`config.mk`:
```
export PLATFORM = sky130hd
export DESIGN_NAME = alu_issue
export DESIGN_NICKNAME = d
export VERILOG_FILES = /design/src/rtl/alu_issue.sv
export SDC_FILE = /design/constraint.sdc
export NUM_CORES = 2
export LEC_CHECK = 0
export CAP_MARGIN = 20
export CORE_UTILIZATION = 40
export DETAILED_ROUTE_END_ITERATION = 16
export PLACE_DENSITY_LB_ADDON = 0.2
export SYNTH_ARGS = -nofsm -noshare
export SYNTH_HDL_FRONTEND = slang
export SYNTH_SLANG_ARGS = --single-unit
```
`constraint.sdc`:
```
create_clock -name clk -period 3.6 [get_ports clk]
set_input_delay 0.72 -clock clk [delete_from_list [all_inputs] [get_ports clk]]
set_output_delay 0.72 -clock clk [all_outputs]
set_load 0.1 [all_outputs]
```
`src/rtl/alu_issue.sv`:
```
// alu_issue: operand-issue stage with 32x32 register file, write-back bypass and registered ALU bundle
module alu_issue (
  input  logic        clk,
  input  logic        rst,
  input  logic        in_valid,
  output logic        in_ready,
  input  logic [31:0] in_instr,
  output logic        out_valid,
  input  logic        out_ready,
  output logic [31:0] A,
  output logic [31:0] B,
  output logic [3:0]  mode,
  output logic [4:0]  rd,
  input  logic        wb_en,
  input  logic [4:0]  wb_rd,
  input  logic [31:0] wb_data,
  output logic [31:0] issue_count
);
  logic [31:0] regs [32];
  logic [4:0]  rs1, rs2;
  logic [31:0] rs1_val, rs2_val, b_val;
  logic        wb_hit, accept;
  assign rs1     = in_instr[13:9];
  assign rs2     = in_instr[18:14];
  assign wb_hit  = wb_en && wb_rd != 5'd0;
  assign rs1_val = rs1 == 5'd0 ? 32'd0 : (wb_hit && wb_rd == rs1) ? wb_data : regs[rs1];
  assign rs2_val = rs2 == 5'd0 ? 32'd0 : (wb_hit && wb_rd == rs2) ? wb_data : regs[rs2];
  assign b_val   = in_instr[19] ? {{20{in_instr[31]}}, in_instr[31:20]} : rs2_val;
  assign in_ready = !out_valid || out_ready;
  assign accept   = in_valid && in_ready;
  always_ff @(posedge clk) begin
    if (rst) begin
      for (int i = 0; i < 32; i++) regs[i] <= 32'd0;
    end else if (wb_hit) begin
      regs[wb_rd] <= wb_data;
    end
  end
  always_ff @(posedge clk) begin
    if (rst) begin
      out_valid   <= 1'b0;
      A           <= 32'd0;
      B           <= 32'd0;
      mode        <= 4'd0;
      rd          <= 5'd0;
      issue_count <= 32'd0;
    end else if (accept) begin
      out_valid   <= 1'b1;
      A           <= rs1_val;
      B           <= b_val;
      mode        <= in_instr[3:0];
      rd          <= in_instr[8:4];
      issue_count <= issue_count + 32'd1;
    end else if (out_ready) begin
      out_valid   <= 1'b0;
    end
  end
endmodule

```
==> results.toml <==
[critical_path]
regToRegSetupSlack_ns = 1.27
cpLargestDelayFamily = "buffers and inverters"
path_class = "flop to primary output"
crit_arrival_ns = 2.49
path_cells = "clkdlybuf4s50_1"
path_depth = 1
start_kind = "flop"
path_buf_inv = 1
cpMaxStageDelayCell = "clkdlybuf4s50_1"
r2r_start = "out_valid"
reg2reg_depth = 6
critical-path-max-stage-delay_ns = 1.21
crit_required_ns = 2.88
cp-end-kind = "primary output"
crit_fanout = 2
r2r-end = "B[19]"

[layout]
postLayoutCellArea_sq_mm = 0.06864
nets = 4261
num-fill-cells = 12564
layout.cells.non_filler = 6207
areaGrowthSynthToFinish_pct = 17.00
drive_above_1_share_pct = 26.03

[clocking]
clock-sinks = 1130
clkLatencyLatePin_ns = 0.78
cts_buffers = 132
cts_max_level = 4
cts_resized = 0
clk_path_buf_depth = 3
cts_tree = "built"
clk_pin_slew_ns = 0.05
post_cts_buffers = 0
cts_root_buffer = "clkbuf_16"
cts_hold_buf = 0

[power]
total_power_mw = 33.38
power.net_switching_mw = 8.737
p_leak_nw = 24.18
seqPwrFrac_pct = 46.5
vdd.ir_drop.worst_mv = 0.5321
internal-power_mw = 24.65
p_sw_share_pct = 26.17
p_per_area_mw_per_mm2 = 486.4
p_comb_share_pct = 13.6
clkPwrFrac_pct = 40.0

[global_routing]
grt_overflow = 0
grt_pass1_wl_um = 282400
grt_pass1_vias = 37527
grtUsageTotal_pct = 27.05
grt_max_degree = 58
antenna_found_initial = 9

[die]
num_rows = 140
die_w_um = 385.0
die_height_um = 385.0
initial_utilization_pct = 40.30
ios = 181
core-area_sq_mm = 0.1456
dieArea_sq_mm = 0.1482

[sta]
drv_slew = 0
fin_crit_ns = 3.207
hold_viol = 0
grt_setup_unrepaired = "no"
whs_ns = 0.4515
skew_ns = 0.02905
relSlewSlack_pct = 31.49
max_freq_mhz = 311.8
timing.setup.tns_ns = 0
tightest_slew_ns = 1.025
period_share_pct = 89.08
setup_viol = 0

[yosys]
synthTopCellsByArea = "edfxtp_1, mux4_2, and2_1"
syn_area_sq_mm = 0.05867
postSynthCellCount = 3978
avgSynthCellArea_sq_um = 14.75
async_flop_share_pct = 0
ys_seq_area_share_pct = 56.03
synthTopCellsByCount = "edfxtp_1, and2_1, mux4_2"
synth_top_area_share_pct = 52.42
ys_ff_latch = 1130
ys_warn_count = 0
synthFlopType = "edfxtp_1"
ys_types = 55
synth_area_leader_cell = "edfxtp_1"
synth_edf_count = 1024
yosysMostFrequentCell = "edfxtp_1"

[detailed_routing]
finalWirelength_um = 200600
drc = 0
wl_per_cell_um = 32.32
via_per_inst = 6.068
initialDrtViolationCount = 4658
vias = 37663
drt_first_pass_iters = 5
ant_nets = 0

[status]
status = "complete, no violations"

[run]
max-cap-violations = 0

[hold_path]
hold_path_depth = 2
hold_end = "mode[0]"
hp-class = "flop to flop"
hold_start = "mode[0]"

[place]
post-dp-hpwl_um = 124800
port_buffers = 180
finalWeightedCongestion = 0.8666
placedCellCount = 5969
postPlaceCellArea_sq_mm = 0.06439
==> state kept, by name (all words and copies together), names as in the netlist <==
register	cells
regs	1024
out_valid	1
rd	5
issue_count	32
A	32
mode	4
B	32
==> worst max path at each step <==
stage	start	end	slack [ns]
floorplan	out_valid	B[19]	0.23
global placement	wb_rd[3]	A[6]	0.10
detailed placement	wb_rd[2]	B[2]	0.24
CTS	B[4]	B[4]	0.35
global route	B[4]	B[4]	0.36
finish	B[4]	B[4]	0.39
==> cell type report <==
| cell class | instances | area (sq um) | share of cell area, % |
|---|---|---|---|
| flip-flops and latches | 1130 | 32870 | 47.89 |
| clock buffers | 176 | 3764 | 5.483 |
| diodes | 2 | 5.005 | 0.007292 |
| clock inverters | 60 | 475.5 | 0.6927 |
| multi-input cells | 2403 | 24310 | 35.43 |
| inverters | 68 | 255.2 | 0.3719 |
| well taps | 1917 | 2399 | 3.495 |
| repair buffers | 451 | 4552 | 6.632 |
==> cells in the final DEF (no fill, tap or decap), types with 6 or more instances in the layout <==
cell type / count
mux2_2: 21
inv_1: 68
xnor2_1: 17
a211oi_1: 9
mux2i_1: 173
bufinv_16: 7
nor2_1: 80
buf_4: 239
clkdlybuf4s50_1: 143
a221oi_1: 20
clkbuf_16: 141
clkbuf_8: 10
clkinv_1: 24
clkinv_2: 20
mux4_2: 509
o22ai_1: 53
edfxtp_1: 1024
xor2_1: 20
a211oi_2: 10
nor2_4: 32
buf_12: 61
a22oi_1: 58
o21ai_0: 28
nand3_1: 61
nand4_1: 7
o211ai_1: 31
dfxtp_1: 106
a311oi_1: 11
a221o_1: 50
and4_1: 6
conb_1: 32
or2_2: 32
a21oi_1: 17
clkbuf_1: 24
and2_1: 994
nand2_1: 71
==> worst register-to-register path, delay by kind of cell, from the launching register on <==
kind	cells	cell delay, ns
flops	1	0.31
compound gates	2	0.34
buf+inv	1	0.15
simple gates	3	1.38
==> metrics by stage <==
| step | utilization [%] | setup slack (ns) |
|---|---|---|
| floorplan | - | 0.2258 |
| global placement | 44.23 | 0.1006 |
| detailed placement | 44.24 | 0.2409 |
| CTS | 47.15 | 0.3502 |
| global route | 47.15 | 0.3647 |
| finish | 47.15 | 0.3930 |
==> kinds of logic after synthesis <==
group | count (synthesis) | synth area share, %
multiplexers | 703 | 22.90
buffers and inverters | 476 | 3.218
adder cells (fa/ha/maj) | 1 | 0.02132
other | 1 | 0.006392
AND/OR/NAND/NOR | 1329 | 13.31
flip-flops | 1130 | 56.03
AO/OA/AOI/OAI | 301 | 3.967
XOR/XNOR | 37 | 0.5524
==> metal layers <==
metal | up-vias | wire length [um] | track usage [%]
li1 | 15578 | - | -
met1 | 19724 | 81620 | 37.11
met2 | 2008 | 93040 | 42.38
met3 | 343 | 20220 | 6.873
met4 | 10 | 5653 | 7.944
met5 | - | 58 | 0
==> power groups by stage <==
stage,combinational (mW),sequential (mW),clock [mW]
floorplan,2.28,16.1,0
global placement,4.47,15.7,0
detailed placement,4.48,15.8,0
CTS,4.50,15.5,13.5
global route,4.69,15.6,13.9
finish,4.53,15.5,13.3
Power figures use the tool's default switching activity.
